$ cat src/rtl/ariane_pkg.sv
// Core-wide cache geometry constants shared by the data-cache blocks.
//   DCACHE_TAG_WIDTH  : width of a cache tag
//   DCACHE_LINE_WIDTH : width of the data payload of one cache line
package ariane_pkg;

    localparam int unsigned DCACHE_TAG_WIDTH  = 44;
    localparam int unsigned DCACHE_LINE_WIDTH = 128;

endpackage

$ cat src/rtl/std_cache_pkg.sv
// Shared types for the standard data-cache blocks.
//   cache_line_t   : per-way line as read from the tag/data arrays
//   lookup_state_e : sequencing states of the tag lookup requester
package std_cache_pkg;

    typedef struct packed {
        logic [ariane_pkg::DCACHE_TAG_WIDTH-1:0]  tag;
        logic [ariane_pkg::DCACHE_LINE_WIDTH-1:0] data;
        logic                                     valid;
    } cache_line_t;

    typedef enum logic [1:0] {
        IDLE,
        REQ,
        CMP,
        RESP
    } lookup_state_e;

endpackage

$ cat src/rtl/tag_lookup_req_if.sv
// Upstream side of the tag lookup requester: lookup request handshake plus
// the response handshake and response payload.
//   master : the client issuing lookups and consuming responses
//   slave  : the lookup requester itself
interface tag_lookup_req_if #(
    parameter int unsigned ADDR_WIDTH       = 64,
    parameter int unsigned DCACHE_SET_ASSOC = 8,
    parameter type         l_data_t         = std_cache_pkg::cache_line_t
);

    logic                                    lookup_valid_i;
    logic                                    lookup_ready_o;
    logic [ADDR_WIDTH-1:0]                   lookup_addr_i;
    logic [ariane_pkg::DCACHE_TAG_WIDTH-1:0] lookup_tag_i;
    logic                                    lookup_kill_i;

    logic                                    resp_valid_o;
    logic                                    resp_ready_i;
    logic                                    resp_hit_o;
    logic                                    resp_multi_hit_o;
    logic [DCACHE_SET_ASSOC-1:0]             resp_way_o;
    l_data_t                                 resp_data_o;

    modport master (
        output lookup_valid_i, lookup_addr_i, lookup_tag_i, lookup_kill_i, resp_ready_i,
        input  lookup_ready_o, resp_valid_o, resp_hit_o, resp_multi_hit_o, resp_way_o,
               resp_data_o
    );

    modport slave (
        input  lookup_valid_i, lookup_addr_i, lookup_tag_i, lookup_kill_i, resp_ready_i,
        output lookup_ready_o, resp_valid_o, resp_hit_o, resp_multi_hit_o, resp_way_o,
               resp_data_o
    );

endinterface

$ cat src/rtl/lzc.sv
// Leading/trailing zero counter.
//   in_i    : input vector
//   cnt_o   : number of trailing zeros (MODE=0) or leading zeros (MODE=1)
//   empty_o : high when in_i is all zeros (cnt_o is then 0)
module lzc #(
    parameter int unsigned WIDTH     = 2,
    parameter bit          MODE      = 1'b0,
    parameter int unsigned CNT_WIDTH = (WIDTH > 1) ? $clog2(WIDTH) : 1
) (
    input  logic [WIDTH-1:0]     in_i,
    output logic [CNT_WIDTH-1:0] cnt_o,
    output logic                 empty_o
);

    // The scan order makes the last match win: for trailing mode that is the
    // lowest set bit, for leading mode the highest.
    always_comb begin
        cnt_o = '0;
        for (int unsigned i = 0; i < WIDTH; i++) begin
            if (!MODE && in_i[WIDTH-1-i]) cnt_o = CNT_WIDTH'(WIDTH-1-i);
            if (MODE && in_i[i])          cnt_o = CNT_WIDTH'(WIDTH-1-i);
        end
    end

    assign empty_o = ~|in_i;

endmodule

$ cat src/rtl/tag_lookup_req.sv
// Tag lookup requester: accepts one lookup (set address + tag), requests all
// ways of the tag-compare arbiter port, presents the tag in the compare cycle,
// registers the hit information and returns it on a response handshake.
//   clk_i, rst_i      : clock, asynchronous active-high reset
//   lk (slave)        : lookup request / response handshakes and payload
//   req_o, gnt_i      : per-way request and grant toward the arbiter
//   addr_o, we_o      : index address (only while requesting), always read
//   tag_o             : lookup tag, driven only in the compare cycle
//   hit_way_i, rdata_i: per-way hit vector and lines, valid in compare cycle
module tag_lookup_req
    import std_cache_pkg::*;
#(
    parameter int unsigned ADDR_WIDTH       = 64,
    parameter int unsigned DCACHE_SET_ASSOC = 8,
    parameter type         l_data_t         = std_cache_pkg::cache_line_t
) (
    input  logic                                    clk_i,
    input  logic                                    rst_i,
    tag_lookup_req_if.slave                         lk,
    output logic [DCACHE_SET_ASSOC-1:0]             req_o,
    input  logic                                    gnt_i,
    output logic [ADDR_WIDTH-1:0]                   addr_o,
    output logic                                    we_o,
    output logic [ariane_pkg::DCACHE_TAG_WIDTH-1:0] tag_o,
    input  logic [DCACHE_SET_ASSOC-1:0]             hit_way_i,
    input  l_data_t [DCACHE_SET_ASSOC-1:0]          rdata_i
);

    localparam int unsigned TAG_W = ariane_pkg::DCACHE_TAG_WIDTH;
    localparam int unsigned IDX_W = (DCACHE_SET_ASSOC > 1) ? $clog2(DCACHE_SET_ASSOC) : 1;

    lookup_state_e               state_q, state_d;
    logic [ADDR_WIDTH-1:0]       addr_q, addr_d;
    logic [TAG_W-1:0]            tag_q, tag_d;
    logic [DCACHE_SET_ASSOC-1:0] req_q, req_d;
    logic [ADDR_WIDTH-1:0]       addr_out_q, addr_out_d;
    logic [TAG_W-1:0]            tag_out_q, tag_out_d;
    logic                        resp_valid_q, resp_valid_d;
    logic                        resp_hit_q, resp_hit_d;
    logic                        resp_multi_q, resp_multi_d;
    logic [DCACHE_SET_ASSOC-1:0] resp_way_q, resp_way_d;
    l_data_t                     resp_data_q, resp_data_d;
    logic                        lookup_ready;

    logic [IDX_W-1:0]            way_idx;
    logic                        no_hit;
    logic [DCACHE_SET_ASSOC-1:0] way_onehot;
    logic                        multi_hit;

    lzc #(
        .WIDTH (DCACHE_SET_ASSOC),
        .MODE  (1'b0)
    ) i_lzc (
        .in_i    (hit_way_i),
        .cnt_o   (way_idx),
        .empty_o (no_hit)
    );

    // Clearing the lowest set bit leaves something only when two or more ways hit.
    assign multi_hit = (hit_way_i & (hit_way_i - DCACHE_SET_ASSOC'(1))) != '0;

    always_comb begin
        way_onehot = '0;
        if (!no_hit) way_onehot[way_idx] = 1'b1;
    end

    // NOTE: every variable gets a default before the case so no path leaves it
    // unassigned; otherwise synthesis infers latches.
    always_comb begin
        state_d      = state_q;
        addr_d       = addr_q;
        tag_d        = tag_q;
        resp_hit_d   = 1'b0;
        resp_multi_d = 1'b0;
        resp_way_d   = '0;
        resp_data_d  = '0;
        lookup_ready = 1'b0;

        unique case (state_q)
            IDLE: begin
                lookup_ready = 1'b1;
                if (lk.lookup_valid_i) begin
                    state_d = REQ;
                    addr_d  = lk.lookup_addr_i;
                    tag_d   = lk.lookup_tag_i;
                end
            end
            REQ: begin
                // A grant that coincides with a kill is consumed and dropped.
                if (lk.lookup_kill_i) state_d = IDLE;
                else if (gnt_i)       state_d = CMP;
            end
            CMP: begin
                if (lk.lookup_kill_i) begin
                    state_d = IDLE;
                end else begin
                    state_d      = RESP;
                    resp_hit_d   = !no_hit;
                    resp_multi_d = multi_hit;
                    resp_way_d   = way_onehot;
                    if (!no_hit) resp_data_d = rdata_i[way_idx];
                end
            end
            RESP: begin
                if (lk.lookup_kill_i) begin
                    state_d = IDLE;
                end else if (lk.resp_ready_i) begin
                    // Handshake completes; a new lookup may be taken in the same cycle.
                    lookup_ready = 1'b1;
                    state_d      = IDLE;
                    if (lk.lookup_valid_i) begin
                        state_d = REQ;
                        addr_d  = lk.lookup_addr_i;
                        tag_d   = lk.lookup_tag_i;
                    end
                end else begin
                    resp_hit_d   = resp_hit_q;
                    resp_multi_d = resp_multi_q;
                    resp_way_d   = resp_way_q;
                    resp_data_d  = resp_data_q;
                end
            end
            default: state_d = IDLE;
        endcase

        // Outputs are registered from the next state so they are glitch-free
        // and read as zero outside the state that owns them.
        req_d        = (state_d == REQ) ? '1 : '0;
        addr_out_d   = (state_d == REQ) ? addr_d : '0;
        tag_out_d    = (state_d == CMP) ? tag_q : '0;
        resp_valid_d = (state_d == RESP);
    end

    // NOTE: sequential state uses non-blocking assignments so every flop
    // samples the pre-edge value regardless of statement order.
    always_ff @(posedge clk_i or posedge rst_i) begin
        if (rst_i) begin
            // NOTE: the response line is a plain register, not a memory, so it
            // is reset along with the rest; outputs must read zero in reset.
            state_q      <= IDLE;
            addr_q       <= '0;
            tag_q        <= '0;
            req_q        <= '0;
            addr_out_q   <= '0;
            tag_out_q    <= '0;
            resp_valid_q <= 1'b0;
            resp_hit_q   <= 1'b0;
            resp_multi_q <= 1'b0;
            resp_way_q   <= '0;
            resp_data_q  <= '0;
        end else begin
            state_q      <= state_d;
            addr_q       <= addr_d;
            tag_q        <= tag_d;
            req_q        <= req_d;
            addr_out_q   <= addr_out_d;
            tag_out_q    <= tag_out_d;
            resp_valid_q <= resp_valid_d;
            resp_hit_q   <= resp_hit_d;
            resp_multi_q <= resp_multi_d;
            resp_way_q   <= resp_way_d;
            resp_data_q  <= resp_data_d;
        end
    end

    // Ready is decoded combinationally (it depends on resp_ready_i in RESP);
    // it is masked while reset is held so all outputs read zero.
    assign lk.lookup_ready_o   = lookup_ready & ~rst_i;
    assign lk.resp_valid_o     = resp_valid_q;
    assign lk.resp_hit_o       = resp_hit_q;
    assign lk.resp_multi_hit_o = resp_multi_q;
    assign lk.resp_way_o       = resp_way_q;
    assign lk.resp_data_o      = resp_data_q;

    assign req_o  = req_q;
    assign addr_o = addr_out_q;
    assign tag_o  = tag_out_q;
    assign we_o   = 1'b0;

endmodule

$ cat src/flat_wrapper.sv
// flat-port wrapper written by rule: the top's interface ports become plain ports
module tag_lookup_req_flat import std_cache_pkg::*;
#(
    parameter int unsigned ADDR_WIDTH       = 64,
    parameter int unsigned DCACHE_SET_ASSOC = 8,
    parameter type         l_data_t         = std_cache_pkg::cache_line_t
)
  (clk_i, rst_i, req_o, gnt_i, addr_o, we_o, tag_o, hit_way_i, rdata_i, lk_lookup_valid_i, lk_lookup_addr_i, lk_lookup_tag_i, lk_lookup_kill_i, lk_resp_ready_i, lk_lookup_ready_o, lk_resp_valid_o, lk_resp_hit_o, lk_resp_multi_hit_o, lk_resp_way_o, lk_resp_data_o);
  tag_lookup_req_if #(.ADDR_WIDTH(ADDR_WIDTH), .DCACHE_SET_ASSOC(DCACHE_SET_ASSOC), .l_data_t(l_data_t)) lk_i ();
  input  logic clk_i;
  input  logic rst_i;
  output logic [DCACHE_SET_ASSOC-1:0] req_o;
  input  logic gnt_i;
  output logic [ADDR_WIDTH-1:0] addr_o;
  output logic we_o;
  output logic [ariane_pkg::DCACHE_TAG_WIDTH-1:0] tag_o;
  input  logic [DCACHE_SET_ASSOC-1:0] hit_way_i;
  input  l_data_t [DCACHE_SET_ASSOC-1:0] rdata_i;
  input wire logic [$bits(lk_i.lookup_valid_i)-1:0] lk_lookup_valid_i;
  input wire logic [$bits(lk_i.lookup_addr_i)-1:0] lk_lookup_addr_i;
  input wire logic [$bits(lk_i.lookup_tag_i)-1:0] lk_lookup_tag_i;
  input wire logic [$bits(lk_i.lookup_kill_i)-1:0] lk_lookup_kill_i;
  input wire logic [$bits(lk_i.resp_ready_i)-1:0] lk_resp_ready_i;
  output wire logic [$bits(lk_i.lookup_ready_o)-1:0] lk_lookup_ready_o;
  output wire logic [$bits(lk_i.resp_valid_o)-1:0] lk_resp_valid_o;
  output wire logic [$bits(lk_i.resp_hit_o)-1:0] lk_resp_hit_o;
  output wire logic [$bits(lk_i.resp_multi_hit_o)-1:0] lk_resp_multi_hit_o;
  output wire logic [$bits(lk_i.resp_way_o)-1:0] lk_resp_way_o;
  output wire logic [$bits(lk_i.resp_data_o)-1:0] lk_resp_data_o;
  assign lk_i.lookup_valid_i = lk_lookup_valid_i;
  assign lk_i.lookup_addr_i = lk_lookup_addr_i;
  assign lk_i.lookup_tag_i = lk_lookup_tag_i;
  assign lk_i.lookup_kill_i = lk_lookup_kill_i;
  assign lk_i.resp_ready_i = lk_resp_ready_i;
  assign lk_lookup_ready_o = lk_i.lookup_ready_o;
  assign lk_resp_valid_o = lk_i.resp_valid_o;
  assign lk_resp_hit_o = lk_i.resp_hit_o;
  assign lk_resp_multi_hit_o = lk_i.resp_multi_hit_o;
  assign lk_resp_way_o = lk_i.resp_way_o;
  assign lk_resp_data_o = lk_i.resp_data_o;
  tag_lookup_req #(.ADDR_WIDTH(ADDR_WIDTH), .DCACHE_SET_ASSOC(DCACHE_SET_ASSOC), .l_data_t(l_data_t)) u_core (.clk_i(clk_i), .rst_i(rst_i), .lk(lk_i), .req_o(req_o), .gnt_i(gnt_i), .addr_o(addr_o), .we_o(we_o), .tag_o(tag_o), .hit_way_i(hit_way_i), .rdata_i(rdata_i));
endmodule
$ cat config.mk
export PLATFORM = sky130hd
export DESIGN_NAME = tag_lookup_req_flat
export DESIGN_NICKNAME = d
export VERILOG_FILES = /design/src/rtl/ariane_pkg.sv /design/src/rtl/std_cache_pkg.sv /design/src/rtl/tag_lookup_req_if.sv /design/src/rtl/lzc.sv /design/src/rtl/tag_lookup_req.sv /design/src/flat_wrapper.sv
export SDC_FILE = /design/constraint.sdc
export NUM_CORES = 1
export LEC_CHECK = 0
export CAP_MARGIN = 20
export CORE_AREA = 2 2 701 703
export CTS_CLUSTER_DIAMETER = 80
export CTS_CLUSTER_SIZE = 14
export DETAILED_ROUTE_END_ITERATION = 7
export DIE_AREA = 0 0 703 705
export MAX_ROUTING_LAYER = met4
export PLACE_DENSITY_LB_ADDON = 0.3
export SETUP_SLACK_MARGIN = 0.1
export SLEW_MARGIN = 20
export SYNTH_ARGS = -nofsm -noshare
export SYNTH_HDL_FRONTEND = slang
export SYNTH_SLANG_ARGS = --single-unit
$ cat constraint.sdc
create_clock -name clk_i -period 12.08 [get_ports clk_i]
set_input_delay 1.208 -clock clk_i [delete_from_list [all_inputs] [get_ports clk_i]]
set_output_delay 1.208 -clock clk_i [all_outputs]
set_load 0.05 [all_outputs]
# == After elaboration in Yosys (flattened, before gate mapping) ==
# Index checks and enable logic that the tools add are counted.
# word_totals
regBits,410
latchBits,0
mem_bits_rw,0
rom_bits,0
inputBits,1506
elab_cells,84
n_memories,0
# op_classes
add_sub_neg,1
mul,0
n_div,0
n_lt_le_gt_ge,2
eq_ne,9
shifts,0
mux,50
bitwise_logic,3
reduce_logical,6
# op_table
op,n
173-bit two-way mux,5
173-bit binary-select mux with 3-bit select,1
173-bit case mux with 2 select lines,1
64-bit two-way mux,4
44-bit two-way mux,4
64-bit case mux with 2 select lines,1
44-bit case mux with 2 select lines,1
8-bit two-way mux,5
3-bit two-way mux,8
8-bit case mux with 2 select lines,1
2-bit two-way mux,6
8-bit bitwise AND,1
"2-bit == test, second input constant",4
1-bit two-way mux,8
2-bit case mux with 4 select lines,1
8-bit nonzero test,1
8-bit OR reduction,1
"8-bit by 1-bit subtractor with 8-bit output, second input constant",1
1-bit case mux with 2 select lines,3
"2-bit by 1-bit == test with 1-bit output, second input constant",2
"3-bit by 4-bit less-than comparator with 1-bit output, second input constant",1
"2-bit != test, second input constant",2
1-bit demux with 3-bit select,1
"3-bit by 1-bit >= comparator with 1-bit output, second input constant",1
other kinds (7),7

# == Longest topological paths before layout ==
# Gate-level depths: netlist (run 1).
# depth
depth_word,15
ltp_mapped,9

# == Cells and area by module ==
# From an unflattened synthesis (run 1), not the netlist that was laid out.
# hier_totals
cells_unflattened,1964
area_unflattened_um2,22905.7
# modules_own_cells
module,n_inst,cells_each,area_per_inst_um2,seq_area_each_um2
tag_lookup_req,1,1949,22820.6,10084.7
lzc,1,15,85.1,0.0

# == Worst setup path after synthesis (run 1) ==
# OpenSTA, ideal clock, no wires.
# synth_path
kind,input to output
from,in lk_lookup_kill_i
to,out lk_lookup_ready_o
t_arrival_ps,2515
required_time_ps,10872
slack_ps,8357
path_stages,3
path_buffers,0
cell_sequence,and3b_1 -> nor2_1 -> nor3_1
# synth_via
elab_chain_len,3
# synth_rtl
element,line,source
start: declaration,flat_wrapper.sv:22,input wire logic [$bits(lk_i.lookup_kill_i)-1:0] lk_lookup_kill_i;
1-bit two-way mux,tag_lookup_req.sv:105,if (lk.lookup_kill_i) begin
1-bit case mux with 2 select lines,tag_lookup_req.sv:79,unique case (state_q)
1-bit bitwise AND,tag_lookup_req.sv:168,assign lk.lookup_ready_o = lookup_ready & ~rst_i;
end: declaration,flat_wrapper.sv:24,output wire logic [$bits(lk_i.lookup_ready_o)-1:0] lk_lookup_ready_o;
# No other way between the ends.

# == Final worst setup path (run 1) ==
# layout_path
from,in hit_way_i[6]
to,reg u_core.resp_data_q (netlist bit u_core.lk.resp_data_o[78])
# layout_via
elab_chain_len,12
elab_cells_between_ends,13
classes_between,12 x mux; 1 x reduce/logical
# layout_rtl
element,line,source
start: declaration,flat_wrapper.sv:17,input logic [DCACHE_SET_ASSOC-1:0] hit_way_i;
3-bit two-way mux (7 in a row),lzc.sv:20,if (!MODE && in_i[WIDTH-1-i]) cnt_o = CNT_WIDTH'(WIDTH-1-i);
173-bit binary-select mux with 3-bit select,tag_lookup_req.sv:101,if (!no_hit) resp_data_d = rdata_i[way_idx];
173-bit two-way mux (implied by the code),tag_lookup_req.sv:101,
173-bit two-way mux *,tag_lookup_req.sv:101,
173-bit two-way mux *,tag_lookup_req.sv:94,if (lk.lookup_kill_i) begin
173-bit case mux with 2 select lines *,tag_lookup_req.sv:79,
end signal: assignment,tag_lookup_req.sv:162,resp_data_q <= resp_data_d;
end: declaration,tag_lookup_req.sv:42,"l_data_t resp_data_q, resp_data_d;"
# Every way passes the cells marked *; elsewhere a longest branch is shown, timed or not. The select of a mux whose other input is x is not followed.
# A chain may end at the register's enable or synchronous reset.

==> results of run 1 <==
-- where the power goes --
part	total (mW)	switching, mW	internal [mW]
registers	1.69	0.0976	1.60
logic	2.20	1.26	0.947
clock network	2.18	0.957	1.23
total	6.08	2.31	3.77
-- layer usage --
layer	GRT usage	share of wire	vias to the layer above
met2	0.270	0.48	2144
li1	-	-	12700
met3	0.0895	0.13	680
met4	0.0355	0.030	0
met5	-	0	-
met1	0.168	0.36	15300
-- cells by family after synthesis --
family / after synthesis
AND/OR/NAND/NOR: 841
AO/OA/AOI/OAI: 784
buffers and inverters: 257
flip-flops: 403
other: 1
multiplexers: 44
adder cells (fa/ha/maj): 6
-- metrics by stage --
step                instances  hold slack (ps)
floorplan                2336              447
global placement        10400              459
detailed placement      10400              461
CTS                     10500              459
global route            10700              476
finish                  10700              464
-- worst max-delay path, cell delays in order --
cell and delay, ps:
sky130_fd_sc_hd__clkdlybuf4s50_1 460, sky130_fd_sc_hd__nor2_1 310, sky130_fd_sc_hd__or4_4 550, sky130_fd_sc_hd__buf_4 560
sky130_fd_sc_hd__buf_4 680, sky130_fd_sc_hd__buf_4 740, sky130_fd_sc_hd__nor2_1 100, sky130_fd_sc_hd__or4_1 440
sky130_fd_sc_hd__o211ai_1 110
-- cell type report --
class / instances / area (um2) / area share
antenna: 197 / 493 / 0.00964
clock buffer: 84 / 1990 / 0.0390
clock inverter: 37 / 354 / 0.00692
inverter: 7 / 30.0 / 0.000587
multi-input combinational: 1676 / 11600 / 0.227
sequential: 403 / 10100 / 0.197
tap: 6475 / 8100 / 0.158
timing repair buffer: 1859 / 18500 / 0.362
-- cell usage in the layout (no fill, tap or decap), types with 7 or more instances in the layout --
master and instances:
sky130_fd_sc_hd__clkinvlp_4 8, sky130_fd_sc_hd__o221ai_2 100, sky130_fd_sc_hd__nand2_1 184, sky130_fd_sc_hd__inv_8 7, sky130_fd_sc_hd__o22ai_1 172, sky130_fd_sc_hd__a22o_1 65, sky130_fd_sc_hd__diode_2 197, sky130_fd_sc_hd__nor2_1 352
sky130_fd_sc_hd__buf_12 7, sky130_fd_sc_hd__inv_6 10, sky130_fd_sc_hd__mux2_2 44, sky130_fd_sc_hd__nor2b_1 69, sky130_fd_sc_hd__dfrtp_1 403, sky130_fd_sc_hd__buf_4 75, sky130_fd_sc_hd__o21ai_0 11, sky130_fd_sc_hd__clkbuf_16 77
sky130_fd_sc_hd__and2_1 44, sky130_fd_sc_hd__clkdlybuf4s50_1 1776, sky130_fd_sc_hd__o211ai_1 174, sky130_fd_sc_hd__or4_1 173, sky130_fd_sc_hd__o22a_1 173, sky130_fd_sc_hd__o221ai_1 73
-- state kept, by name, summed over array words and instances (netlist names) --
signal and flops:
u_core.addr_q 64, u_core.tag_q 44, u_core.lk.resp_way_o 8, u_core.lk.resp_data_o 173, u_core.addr_o 64, u_core.tag_o 44, u_core.req_o 1, u_core.lk.resp_valid_o 1
u_core.lk.resp_hit_o 1, u_core.state_q 2, u_core.lk.resp_multi_hit_o 1
-- worst min-delay path by stage --
stage,start,slack [ps],end
detailed placement,u_core.tag_q[15],460,u_core.tag_o[15]
CTS,u_core.tag_q[13],460,u_core.tag_o[13]
global route,u_core.tag_q[13],480,u_core.tag_o[13]
global placement,u_core.tag_q[2],460,u_core.tag_o[2]
floorplan,u_core.tag_q[0],450,u_core.tag_o[0]
finish,u_core.tag_q[13],460,u_core.tag_o[13]
==> flow_metrics.env, run 1 <==
export IMPL_detail_route_vias_per_cell=2.87
export IMPL_clock_sinks=403
export IMPL_sequential_to_total_area_share_from_yosys_stat=0.444
export IMPL_cell_area_after_synthesis_um2=22700
export IMPL_hold_buffers=0
export IMPL_achievable_frequency_mhz=213
export IMPL_hpwl_after_detailed_placement_um=361000
export IMPL_cp_launch_type="input port"
export IMPL_synthDistinctLibCells=43
export IMPL_final_layout_size_suffix_gt1_frac=0.0893
export IMPL_number_of_setup_buffers_added_after_cts=0
export IMPL_cts_resized_gates=0
export IMPL_fin_ws_ps=7380
export IMPL_syn_mean_instance_area_um2=9.73
export IMPL_synth_fp_nets=3846
export IMPL_ys_dominant_reg_cell="sky130_fd_sc_hd__dfrtp_1"
export IMPL_rows=257
export IMPL_worst_slew_pin_slew_ps=1170
export IMPL_yosysWarningCount=0
export IMPL_outcome="complete, no violations"
export IMPL_cts_root_buf="sky130_fd_sc_hd__clkbuf_16"
export IMPL_share_of_async_settable_or_async_resettable_flops_after_synthesis=1.00
export IMPL_placedInstanceArea_um2=48300
export IMPL_grt_pass1_wl_um=478000
export IMPL_leading_cell_type_by_number_of_instances_after_synthesis="sky130_fd_sc_hd__dfrtp_1"
export IMPL_clk_latency_ps=800
export IMPL_ff2ff_setup_slack_ps=8460
export IMPL_die_width_um=703
export IMPL_end_kind="register"
export IMPL_min_path_cells=1
export IMPL_finalWeightedCongestion=0.982
export IMPL_flip_flop_and_latch_count_after_synthesis=403
export IMPL_muxShareOfSynthArea=0.0218
export IMPL_synth_top_cells_by_area="sky130_fd_sc_hd__dfrtp_1, sky130_fd_sc_hd__o22a_1, sky130_fd_sc_hd__o221ai_2"
export IMPL_timing_final_hold_violations=0
export IMPL_die_height_um=705
export IMPL_dominant_combinational_cell_family_by_area_after_synthesis="compound AO/OA/AOI/OAI gates"
export IMPL_clock_path_buffers=4
export IMPL_final_period_utilization=0.389
export IMPL_totalPowerFinal_mw=6.08
export IMPL_critical_path_arrival_ps=5420
export IMPL_timing_max_transition_violations_final=0
export IMPL_finalSetupViolations=0
export IMPL_drt_initial_drc_count=2462
export IMPL_synthesis_instances=2336
export IMPL_rsz0062_at_grt="no"
export IMPL_timing_final_crit_period_ps=4700
export IMPL_synth_simple_gate_area_frac=0.182
export IMPL_route_vias_total=30900
export IMPL_post_synth_xor_area_fraction=0
export IMPL_drt_pass1_iter_count=5
export IMPL_die_area_um2=496000
export IMPL_critPathCapture="u_core.lk.resp_data_o[78]"
export IMPL_cp_startpoint="hit_way_i[6]"
export IMPL_rr_worst_depth=8
export IMPL_worstHoldPathType="reg2reg"
export IMPL_grt_pass1_vias=30200
export IMPL_crit_type="in2reg"
export IMPL_fp_coreArea_um2=488000
export IMPL_detail_route_antenna_nets=0
export IMPL_yosys_area_share_adder=0.00308
export IMPL_cellLeakagePower_nw=16.9
export IMPL_clk_pin_slew_worst_paths_ps=70
export IMPL_clock_tree_from_tritoncts="yes"
export IMPL_finClkSkew_ps=46.3
export IMPL_wl_per_cell_um=38.0
export IMPL_synthDominantAreaCellType="sky130_fd_sc_hd__dfrtp_1"
export IMPL_finish_net_count=5531
export IMPL_maxSlewHeadroom=0.219
export IMPL_routed_wl_um=408000
export IMPL_power_per_cell_area_nw_per_um2=119
export IMPL_finalInstanceArea_um2=51100
export IMPL_antenna_found_initial=500
export IMPL_post_synth_most_frequent_cells="sky130_fd_sc_hd__dfrtp_1, sky130_fd_sc_hd__nor2_1, sky130_fd_sc_hd__nand2_1, sky130_fd_sc_hd__o211ai_1, sky130_fd_sc_hd__or4_1"
export IMPL_regToRegStartpoint="u_core.state_q[0]"
export IMPL_overflow=0
export IMPL_pin_count_of_the_biggest_net_entering_global_routing=124
export IMPL_pin_count=1808
export IMPL_synth_compound_gate_area_share=0.298
export IMPL_floorplan_initialDensity=0.0466
export IMPL_buffer_ports_inserted=1806
export IMPL_rr_endpoint="u_core.lk.resp_data_o[62]"
export IMPL_critical_path_max_fanout=58
export IMPL_synth_enable_flop_cells=0
export IMPL_cts_buffers=74
export IMPL_final_setup_tns_ps=0
export IMPL_irDropWorstVdd_v=0.000102
export IMPL_n_fill_cell=56400
export IMPL_max_cap_violations=0
export IMPL_synthToLayoutAreaGrowth_pct=125
export IMPL_ctsHtreeMaxLevel=3
export IMPL_synth_top_cell_area_share=0.444
export IMPL_drc_errors=0
export IMPL_final_core_utilization=0.105
export IMPL_crit_required_ps=12800
export IMPL_place_ws_ps=6590
export IMPL_grt_usage=0.163
(Power assumes the default switching activity.)
==> run 2, diff against run 1 <==
--- a/config.mk
+++ b/config.mk
@@ -6,11 +6,11 @@
 export NUM_CORES = 1
 export LEC_CHECK = 0
 export CAP_MARGIN = 20
-export CORE_AREA = 2 2 701 703
+export CORE_AREA = 2 2 710 712
 export CTS_CLUSTER_DIAMETER = 80
 export CTS_CLUSTER_SIZE = 14
 export DETAILED_ROUTE_END_ITERATION = 7
-export DIE_AREA = 0 0 703 705
+export DIE_AREA = 0 0 712 714
 export MAX_ROUTING_LAYER = met4
 export PLACE_DENSITY_LB_ADDON = 0.3
 export SETUP_SLACK_MARGIN = 0.1
==> constraint.sdc (replaced) <==
create_clock -name clk_i -period 4.42 [get_ports clk_i]
set_input_delay 0.442 -clock clk_i [delete_from_list [all_inputs] [get_ports clk_i]]
set_output_delay 0.442 -clock clk_i [all_outputs]
set_load 0.05 [all_outputs]
==> flow_metrics.env, run 2 (synthesis gave the netlist of run 1 again) <==
export IMPL_outcome="complete, no violations"
export IMPL_cp_launch_type="register"
export IMPL_pin_count=1808
export IMPL_layout_common_cells="sky130_fd_sc_hd__clkdlybuf4s50_1, sky130_fd_sc_hd__dfrtp_1, sky130_fd_sc_hd__nor2_1"
export IMPL_grt_pass1_wl_um=495000
export IMPL_finClkSkew_ps=64.7
export IMPL_timing_final_hold_violations=0
export IMPL_grt_pass1_vias=31100
export IMPL_layout_cells_most_common="sky130_fd_sc_hd__clkdlybuf4s50_1"
export IMPL_synthToLayoutAreaGrowth_pct=130
export IMPL_clock_sinks=403
export IMPL_crit_path_max_incr_delay_ps=620
export IMPL_timing_final_crit_period_ps=3450
export IMPL_rows=260
export IMPL_crit_path_cell_trace="ha_1 -> nor2b_1 -> nor3_4 -> buf_4 -> o21ai_4 -> buf_12 -> buf_4 -> or4_1 -> o211ai_1"
export IMPL_worst_slew_pin_slew_ps=1190
export IMPL_maxSlewHeadroom=0.207
export IMPL_final_period_utilization=0.782
export IMPL_die_area_um2=508000
export IMPL_worstHoldPathType="in2reg"
export IMPL_clock_tree_from_tritoncts="yes"
export IMPL_irDropWorstVdd_v=0.000343
export IMPL_route_vias_total=31700
export IMPL_detail_route_antenna_nets=0
export IMPL_grt_usage=0.164
export IMPL_drc_errors=0
export IMPL_fp_coreArea_um2=500000
export IMPL_power_per_cell_area_nw_per_um2=315
export IMPL_overflow=0
export IMPL_drt_initial_drc_count=2745
export IMPL_finish_net_count=5575
export IMPL_die_width_um=712
export IMPL_cts_root_buf="sky130_fd_sc_hd__clkbuf_16"
export IMPL_final_layout_size_suffix_gt1_frac=0.0990
export IMPL_hpwl_after_detailed_placement_um=378000
export IMPL_detail_route_vias_per_cell=2.87
export IMPL_cts_buffers=70
export IMPL_critical_path_arrival_ps=4130
export IMPL_clk_latency_ps=780
export IMPL_hold_buffers=1
export IMPL_drt_pass1_iter_count=5
export IMPL_critical_path_max_fanout=86
export IMPL_max_cap_violations=0
export IMPL_placedInstanceArea_um2=49300
export IMPL_final_core_utilization=0.104
export IMPL_wl_per_cell_um=38.1
export IMPL_buffer_ports_inserted=1806
export IMPL_floorplan_initialDensity=0.0454
export IMPL_crit_required_ps=5100
export IMPL_finalSetupViolations=0
export IMPL_finalWeightedCongestion=1.04
export IMPL_antenna_found_initial=519
export IMPL_timing_max_transition_violations_final=0
export IMPL_cellLeakagePower_nw=17.2
export IMPL_clk_pin_slew_worst_paths_ps=70
export IMPL_timing_critical_path_buf_inv=3
export IMPL_pin_count_of_the_biggest_net_entering_global_routing=130
export IMPL_cp_common_cell="sky130_fd_sc_hd__buf_4"
export IMPL_die_height_um=714
export IMPL_crit_type="reg2reg"
export IMPL_clock_path_buffers=4
export IMPL_cpMaxStageDelayCell="sky130_fd_sc_hd__or4_1"
export IMPL_routed_wl_um=421000
export IMPL_end_kind="register"
export IMPL_critical_path_top_delay_family="simple AND/OR/NAND/NOR gates"
export IMPL_largest_register_ffs=173
export IMPL_finalInstanceArea_um2=52200
export IMPL_achievable_frequency_mhz=289
export IMPL_cts_resized_gates=0
export IMPL_number_of_setup_buffers_added_after_cts=0
export IMPL_ctsHtreeMaxLevel=3
export IMPL_rsz0062_at_grt="no"
## run 2: changes by cell type in the layout (fill, tap and decap cells not counted), moves of 3 or more
cell / before / now
sky130_fd_sc_hd__inv_6: 10 / 7
sky130_fd_sc_hd__buf_12: 7 / 38
sky130_fd_sc_hd__diode_2: 197 / 268
sky130_fd_sc_hd__bufinv_16: 1 / 4
sky130_fd_sc_hd__inv_8: 7 / 1
sky130_fd_sc_hd__clkdlybuf4s50_1: 1776 / 1773
sky130_fd_sc_hd__buf_4: 75 / 93
sky130_fd_sc_hd__clkinvlp_4: 8 / 13
sky130_fd_sc_hd__clkbuf_8: 4 / 7
sky130_fd_sc_hd__clkbuf_16: 77 / 70
## run 2: area by class of cell
type                    count  area (um2)
clock inverters            36         380
inverters                   7        30.0
fillers                 58100      448000
well taps                6681        8360
flip-flops and latches    403       10100
clock buffers              81        1860
repair buffers           1907       19200
diodes                    268         671
multi-input cells        1676       11600
## run 2: final timing paths
check	slack (ps)	start	cells after the start	endpoint
max	970	u_core.state_q[0]	9	u_core.lk.resp_data_o[87]
min	270	lk_lookup_addr_i[7]	2	u_core.addr_q[7]
max reg2reg	970	u_core.state_q[0]	9	u_core.lk.resp_data_o[87]
min reg2reg	470	u_core.tag_q[39]	1	u_core.tag_o[39]
max in group asynchronous	2510	rst_i	5	u_core.lk.resp_data_o[166]
min in group asynchronous	700	rst_i	3	u_core.state_q[0]
## run 2: stage by stage
stage | setup TNS [ps] | hold slack, ps | cells | power [mW] | setup WS, ps
2_1_floorplan | -584240 | 447 | 2336 | 7.47 | -1450
3_3_place_gp | 0 | 459 | 10700 | 10.9 | 680
3_5_place_dp | 0 | 459 | 10700 | 10.9 | 731
4_1_cts | 0 | 150 | 10800 | 16.9 | 877
5_1_grt | 0 | 195 | 11000 | 17.2 | 815
6_report | 0 | 272 | 11100 | 16.5 | 966
## run 2: metal layers
metal	routed length, um	global-route usage	part of all wire	vias to the layer above
met5	0	-	0	-
met4	15300	0.0526	0.036	0
met3	45400	0.0734	0.11	751
met2	203000	0.271	0.48	2305
met1	157000	0.175	0.37	15800
li1	-	-	-	12900
## run 2: power by group
group | total (mW) | switching (mW) | internal (mW)
logic | 6.10 | 3.44 | 2.66
clock network | 5.70 | 2.43 | 3.28
registers | 4.65 | 0.285 | 4.36
total | 16.5 | 6.16 | 10.3
